--- src/rtl/ps2_key_registers_pkg.sv ---
// ps2_key_registers_pkg: scancodes, key addresses and receiver types shared by the key interface
package ps2_key_registers_pkg;
    localparam int NUM_KEYS = 6;
    localparam logic [7:0] KEY_W     = 8'h1D;
    localparam logic [7:0] KEY_S     = 8'h1B;
    localparam logic [7:0] KEY_D     = 8'h23;
    localparam logic [7:0] KEY_A     = 8'h1C;
    localparam logic [7:0] KEY_SPACE = 8'h29;
    localparam logic [7:0] KEY_ESC   = 8'h76;
    localparam logic [7:0] SC_BREAK  = 8'hF0;
    localparam logic [7:0] SC_EXT    = 8'hE0;
    localparam logic [13:0] ADDR_FORWARD   = 14'h3FFE;
    localparam logic [13:0] ADDR_BACKWARD  = 14'h3FFD;
    localparam logic [13:0] ADDR_TURNRIGHT = 14'h3FFC;
    localparam logic [13:0] ADDR_TURNLEFT  = 14'h3FFB;
    localparam logic [13:0] ADDR_SHOOT     = 14'h3FFA;
    localparam logic [13:0] ADDR_RESET     = 14'h3FF9;
    typedef enum logic [1:0] {RX_IDLE, RX_DATA, RX_PARITY, RX_STOP} rx_state_t;
    // Bit order matches the status registers: W, S, D, A, Space, Esc.
    function automatic logic [NUM_KEYS-1:0] key_onehot(input logic [7:0] code);
        return {code == KEY_ESC, code == KEY_SPACE, code == KEY_A,
                code == KEY_D, code == KEY_S, code == KEY_W};
    endfunction
    function automatic logic [15:0] key_word(input logic held, input logic sticky);
        return {14'b0, sticky, held};
    endfunction
endpackage

--- src/rtl/ps2_key_registers_rx.sv ---
// ps2_key_registers_rx: PS/2 synchronizer, clock filter and frame receiver with idle timeout
module ps2_key_registers_rx
    import ps2_key_registers_pkg::*;
#(
    parameter int FILTER_LEN = 8,
    parameter int TIMEOUT    = 50000
) (
    input  logic       clk,
    input  logic       rst_n,
    input  logic       ps2_clk,
    input  logic       ps2_data,
    output logic       scan_valid,
    output logic [7:0] scan_code,
    output logic       frame_err
);
    localparam int FW = $clog2(FILTER_LEN + 1);
    localparam int TW = $clog2(TIMEOUT + 1);
    logic [1:0] clk_sync, data_sync;
    logic filt_clk, filt_prev, strobe, bit_in, parity;
    logic [FW-1:0] filt_cnt;
    logic [TW-1:0] idle_cnt;
    logic [2:0] bit_cnt;
    logic [7:0] shift;
    rx_state_t state;
    assign strobe = filt_prev & ~filt_clk;
    assign bit_in = data_sync[1];
    always_ff @(posedge clk or negedge rst_n) begin
        if (!rst_n) begin
            clk_sync  <= 2'b11;
            data_sync <= 2'b11;
            filt_clk  <= 1'b1;
            filt_prev <= 1'b1;
            filt_cnt  <= '0;
        end else begin
            clk_sync  <= {clk_sync[0], ps2_clk};
            data_sync <= {data_sync[0], ps2_data};
            filt_prev <= filt_clk;
            if (clk_sync[1] == filt_clk)
                filt_cnt <= '0;
            else if (filt_cnt == FW'(FILTER_LEN - 1)) begin
                filt_clk <= clk_sync[1];
                filt_cnt <= '0;
            end else
                filt_cnt <= filt_cnt + FW'(1);
        end
    end
    always_ff @(posedge clk or negedge rst_n) begin
        if (!rst_n) begin
            state      <= RX_IDLE;
            bit_cnt    <= '0;
            shift      <= '0;
            parity     <= 1'b0;
            idle_cnt   <= '0;
            scan_valid <= 1'b0;
            scan_code  <= '0;
            frame_err  <= 1'b0;
        end else begin
            scan_valid <= 1'b0;
            frame_err  <= 1'b0;
            idle_cnt   <= (state == RX_IDLE || strobe) ? '0 : idle_cnt + TW'(1);
            // A stalled frame is abandoned; its partial bits are simply left behind.
            if (state != RX_IDLE && !strobe && idle_cnt == TW'(TIMEOUT - 1)) begin
                state     <= RX_IDLE;
                frame_err <= 1'b1;
            end else if (strobe) begin
                case (state)
                    RX_IDLE: begin
                        state     <= bit_in ? RX_IDLE : RX_DATA;
                        frame_err <= bit_in;
                        bit_cnt   <= '0;
                    end
                    RX_DATA: begin
                        shift   <= {bit_in, shift[7:1]};
                        bit_cnt <= bit_cnt + 3'd1;
                        state   <= (bit_cnt == 3'd7) ? RX_PARITY : RX_DATA;
                    end
                    RX_PARITY: begin
                        parity <= bit_in;
                        state  <= RX_STOP;
                    end
                    default: begin
                        if (bit_in && ^{shift, parity}) begin
                            scan_valid <= 1'b1;
                            scan_code  <= shift;
                        end else
                            frame_err <= 1'b1;
                        state <= RX_IDLE;
                    end
                endcase
            end
        end
    end
endmodule

--- src/rtl/ps2_key_registers.sv ---
// ps2_key_registers: decodes PS/2 set-2 scancodes into held/sticky status words for six game keys
module ps2_key_registers
    import ps2_key_registers_pkg::*;
#(
    parameter int FILTER_LEN = 8,
    parameter int TIMEOUT    = 50000
) (
    input  logic        clk,
    input  logic        rst_n,
    input  logic        ps2_clk,
    input  logic        ps2_data,
    input  logic        Keyboard_reset,
    output logic [15:0] FORWARD_Out,
    output logic [15:0] BACKWARD_Out,
    output logic [15:0] TURNRIGHT_Out,
    output logic [15:0] TURNLEFT_Out,
    output logic [15:0] SHOOT_Out,
    output logic [15:0] RESET_Out,
    output logic        scan_valid,
    output logic [7:0]  scan_code,
    output logic        frame_err
);
    logic [NUM_KEYS-1:0] held, sticky, hit, make_keys, break_keys;
    logic brk, ext, key_byte;
    ps2_key_registers_rx #(.FILTER_LEN(FILTER_LEN), .TIMEOUT(TIMEOUT)) u_rx (
        .clk        (clk),
        .rst_n      (rst_n),
        .ps2_clk    (ps2_clk),
        .ps2_data   (ps2_data),
        .scan_valid (scan_valid),
        .scan_code  (scan_code),
        .frame_err  (frame_err)
    );
    assign hit        = key_onehot(scan_code);
    assign key_byte   = scan_valid && !ext && scan_code != SC_BREAK && scan_code != SC_EXT;
    assign make_keys  = (key_byte && !brk) ? hit : '0;
    assign break_keys = (key_byte && brk) ? hit : '0;
    always_ff @(posedge clk or negedge rst_n) begin
        if (!rst_n) begin
            held   <= '0;
            sticky <= '0;
            brk    <= 1'b0;
            ext    <= 1'b0;
        end else begin
            held <= (held & ~break_keys) | make_keys;
            // A make in the same cycle as a clear request still leaves its sticky bit set.
            sticky <= (Keyboard_reset ? '0 : sticky) | make_keys;
            if (frame_err) begin
                brk <= 1'b0;
                ext <= 1'b0;
            end else if (scan_valid) begin
                brk <= scan_code == SC_BREAK || (brk && scan_code == SC_EXT);
                ext <= scan_code == SC_EXT || (ext && scan_code == SC_BREAK);
            end
        end
    end
    assign FORWARD_Out   = key_word(held[0], sticky[0]);
    assign BACKWARD_Out  = key_word(held[1], sticky[1]);
    assign TURNRIGHT_Out = key_word(held[2], sticky[2]);
    assign TURNLEFT_Out  = key_word(held[3], sticky[3]);
    assign SHOOT_Out     = key_word(held[4], sticky[4]);
    assign RESET_Out     = key_word(held[5], sticky[5]);
endmodule

--- config.mk ---
export PLATFORM = sky130hd
export DESIGN_NAME = ps2_key_registers
export DESIGN_NICKNAME = d
export VERILOG_FILES = /design/src/rtl/ps2_key_registers_pkg.sv /design/src/rtl/ps2_key_registers_rx.sv /design/src/rtl/ps2_key_registers.sv
export SDC_FILE = /design/constraint.sdc
export NUM_CORES = 1
export LEC_CHECK = 0
export CORE_MARGIN = 1
export CORE_UTILIZATION = 52
export CTS_BUF_LIST = sky130_fd_sc_hd__clkbuf_8
export DETAILED_ROUTE_END_ITERATION = 8
export GPL_ROUTABILITY_DRIVEN = 0
export PLACE_DENSITY = 0.93
export SLEW_MARGIN = 25
export SYNTH_ARGS = -nofsm -noshare
export SYNTH_HDL_FRONTEND = slang
export SYNTH_SLANG_ARGS = --single-unit
--- constraint.sdc ---
create_clock -name clk -period 3.06 [get_ports clk]
set_input_delay 0.306 -clock clk [delete_from_list [all_inputs] [get_ports clk]]
set_output_delay 0.306 -clock clk [all_outputs]
set_load 0.05 [all_outputs]
# Word-level counts from Yosys, hierarchy flattened
# Index checks and enable logic that the tools add are counted.
# W data, S select, Z words.
# word_totals
regBits	64
input_bits	5
out_inout_bits	106
# classes
add_sub_neg	3
n_eq_ne	16
mux	24
bitwise_logic	9
n_reduce_logical	29
# op_table
operator	n
$eq A8 B5 Y1 const B	3
$mux W6	3
$add A16 B1 Y16 const B	1
$eq A16 B16 Y1 const B	1
$eq A8 B6 Y1 const B	2
$eq A8 B8 Y1 const B	2
$mux W16	1
$ne A8 B8 Y1 const B	2
$mux W1	12
$or A6 B6 Y6	2
$logic_and A1 B1 Y1	10
$reduce_and A3 Y1	3
$reduce_xor A9 Y1	1
$eq A8 B7 Y1 const B	1
$mux W4	2
$reduce_bool A2 Y1	4
$and A6 B6 Y6	1
$mux W2	3
$not A6 Y6	1
$pmux W2 S3	1
$pmux W3 S2	1
$add A4 B1 Y4 const B	1
$eq A4 B3 Y1 const B	1
$not A1 Y1	4
other kinds (14)	18

# Logic depth before layout (Yosys ltp)
# depth
depth_word	9
mapped_depth	5

# Cells and area by module
# A second synthesis with hierarchy kept.
# hier_totals
hier_cells	335
area_unflattened_um2	3528.4
# modules_own_cells
module	instances	cells_each	area_per_inst_um2
ps2_key_registers_rx	1	185	2222.1
ps2_key_registers	1	150	1306.3

# Worst setup path before layout
# No wires, ideal clock.
# synth_path
path_kind	flip-flop to flip-flop
start	reg u_rx.shift[1]
end	reg u_rx.scan_code[0]
t_arrival_ns	1.673
slack_ns	1.263
stages_incl_launch_ff	5
path_buffers	0
period_less_slack_ns	1.797
path_cell_list	dfrtp_1 xor2_1 xnor3_2 mux2i_4 mux2_2
# synth_via
elab_chain_cells	3
# synth_rtl
element	line	rtl
start: declaration	ps2_key_registers_rx.sv:23	logic [7:0] shift;
start signal: assignment	ps2_key_registers_rx.sv:73	shift <= {bit_in, shift[7:1]};
$reduce_xor A9 Y1	ps2_key_registers_rx.sv:82	if (bit_in && ^{shift, parity}) begin
$logic_and A1 B1 Y1	ps2_key_registers_rx.sv:82	
$reduce_and A4 Y1 (no source line)	--	
end signal: assignment	ps2_key_registers_rx.sv:84	scan_code <= shift;
end: declaration	ps2_key_registers_rx.sv:13	output logic [7:0] scan_code,
# No other way between the ends.
# A chain may end at the register's enable or synchronous reset.

# Worst setup path after layout
# layout_path
start	reg u_rx.scan_code[0]
end	out scan_code[0]
# layout_lines
element	line	rtl
end: declaration	ps2_key_registers.sv:20	output logic [7:0] scan_code,
# No word-level cell between the ends.

==> metrics.txt <==
first-pass GRT wire length between 9 and 10 mm; number of flops mapped to enable cells by yosys 0; Setup CP Type reg2out; drt initial violations ~130; status finished, violations left; die width 84.1 microns; Place WS 1.01 ns; port bufs 26; Num Clock Sinks 64; top-count cell post-synth buf_4; drt total wl around 5.8 mm; DRC 24; Worst setup SP type flip-flop; count of cell types in the netlist 44; die area 7070 sq um; Top delay family on crit path buffers and inverters; Reg2Reg Launch Point u_rx.shift[1]; post-synthesis register bit count 64; layout cells sized above 1 around an eighth; Remaining Overflow, GRT 0; fin util ~58%; Setup TNS Final 0 ns; synth top area cells dfrtp_1 (41%), buf_4 (18%), mux2_2 (6.1%); htree depth 3; post-synthesis xor/xnor area fraction roughly 6.0%; Synth warnings 0; Vias 2223; mapped cell area 3510 sq um; worst rel slew slack roughly 53%; Slew Viols, Final 0; post-DR wirelength/cell approximately 13 microns; cell row count 29; proportion of synthesized area in mux cells roughly 8%; required time worst endpoint approximately 2.8 ns; diode count 0; most area-hungry cell type in the Yosys netlist dfrtp_1; largest net degree at the start of global routing 35; Synth Area in Compound Gates under 10%; Total GRT Usage ~18%; Core Footprint ~6400 sq um; vias per cell 4.94; initial antenna violation count 0; adder-cell share of the synthesized area under 10%; Avg Cell Area, Syn ~10 sq um; CTS root buf clkbuf_8; fraction of registers with async set/reset 100%; top_reg_cell synth dfrtp_1; f_max 500 MHz; Hold Crit Class in2async; clock skew about 0.0090 ns; number of global-route vias before repair approximately 2100; final hold vios 0; DRT antenna net count 0; Final setup viols 0; final hold slack ~0.0079 ns; Slowest-stage cell, CP clkdlybuf4s50_1; Worst Setup End Kind primary output; failing checks DRC; WP data arrival 1.70 ns; Initial Utilization 54.6%; Pwr per Cell Area between 500 and 600 nW/um^2; Synth top area share 41.4%; post-layout net count roughly 380; Critical Path, Cell by Cell clkdlybuf4s50_1; Die Height around 84 microns; Worst-path clk slew around 0.070 ns; fin crit share between 60% and 70%; clk_lat worst skew 0.35 ns; Pleak 1.77 nW; clk buf depth 2; DPL Wire Length between 4 and 5 mm; Setup WS post-layout about 1.1 ns; Area Growth Syn to Fin 5.67%; Setup Buffers After CTS 0; I/O pin count roughly 110; synth cell count leaders buf_4 (84), dfrtp_1 (58), nor2_1 (24); sequential fraction of the synthesis area 45.9%; largest family of logic cells by synthesized area buffers and inverters; Hold Buf Count CTS 0; Final min period about 2 ns; Least-Margin Pin Slew 0.709 ns; CP startpoint u_rx.scan_code[0]; Max Cap Viol 0; crit-path max FO 9; CTS buffer count 9; Bufs and invs on worst path 1; fillers about 540; Post-Syn Instances roughly 340; Pre-Repair DR Iteration Count 7; RSZ-0062 raised after global routing false; Resize count post-CTS 0; peak supply drop 0.391 mV; max incr delay on CP 0.86 ns; CTS tree built; Post-Synth Simple-Gate Area between 10 and 15%
## report_power, final
group	total, mW	switching [mW]	internal, mW
combinational	0.542	0.403	0.140
clock	0.620	0.316	0.304
sequential	1.01	0.0793	0.929
## stage by stage
| stage | area (sq um) | std cells | power, mW |
|---|---|---|---|
| after floorplan | 3820 | 418 | 1.56 |
| after global placement | 3530 | 434 | 1.54 |
| after detailed placement | 3530 | 434 | 1.56 |
| after CTS | 3700 | 450 | 2.18 |
| after global routing | 3700 | 450 | 2.28 |
| final | 3700 | 450 | 2.17 |
## per-layer routing
| metal | GRT usage (%) | wire length [microns] |
|---|---|---|
| met1 | 19.5 | 2290 |
| met2 | 30.4 | 2990 |
| met3 | 6.33 | 397 |
| met4 | 8.93 | 115 |
| met5 | 0 | 0 |
## logic make-up after synthesis
group                    Yosys count
flip-flops                        64
multiplexers                      24
other                              1
AO/OA/AOI/OAI                     29
adder cells (fa/ha/maj)            4
buffers and inverters            102
AND/OR/NAND/NOR                   92
XOR/XNOR                          19
## layout by cell type (no fill, tap or decap), drive strengths merged, types with 2 or more instances in the layout
cell / synthesis / final
conb: 1 / 84
dfrtp: 58 / 58
clkdlybuf4s50: 0 / 25
nor2: 24 / 24
mux2: 19 / 19
inv: 13 / 16
nand2: 14 / 14
nand3: 14 / 14
xnor2: 14 / 14
clkbuf: 5 / 10
o21ai: 10 / 10
nor3: 8 / 8
a21oi: 8 / 8
nor2b: 6 / 6
nor4: 6 / 6
nand4: 6 / 6
dfstp: 6 / 6
mux2i: 5 / 5
or3: 4 / 4
ha: 4 / 4
buf: 84 / 3
nor4bb: 2 / 2
o32ai: 2 / 2
o31ai: 2 / 2
xor2: 2 / 2
clkinv: 0 / 2
xnor3: 2 / 2
## cell type report
type | instances | area (sq um) | area share [%]
multi-input combinational | 252 | 1510 | 40.9
inverter | 13 | 48.8 | 1.32
timing repair buffer | 28 | 270 | 7.29
clock buffer | 10 | 138 | 3.71
clock inverter | 6 | 28.8 | 0.777
tap | 77 | 96.3 | 2.60
sequential | 64 | 1610 | 43.4
## state kept, by name, indices dropped and copies added (netlist names)
register and flops:
u_rx.filt_prev 1, u_rx.frame_err 1, ext 1, sticky 6, u_rx.parity 1, u_rx.filt_cnt 4
u_rx.scan_code 8, u_rx.idle_cnt 16, held 6, u_rx.data_sync 2, u_rx.clk_sync 2, u_rx.filt_clk 1
u_rx.state 2, u_rx.shift 8, brk 1, u_rx.bit_cnt 3, u_rx.scan_valid 1
## worst paths after layout
| check | endpoint | cells past startpoint | slack (ns) |
|---|---|---|---|
| max | scan_code[0] | 1 | 1.06 |
| max reg2reg | u_rx.scan_code[2] | 4 | 1.11 |
| min reg2reg | u_rx.data_sync[1] | 0 | 0.36 |
| min in group clk | u_rx.data_sync[1] | 0 | 0.36 |
| min | held[0] | 1 | 0.008 |
| max in group asynchronous | u_rx.scan_code[3] | 2 | 2.33 |
(Power assumes the default switching activity.)
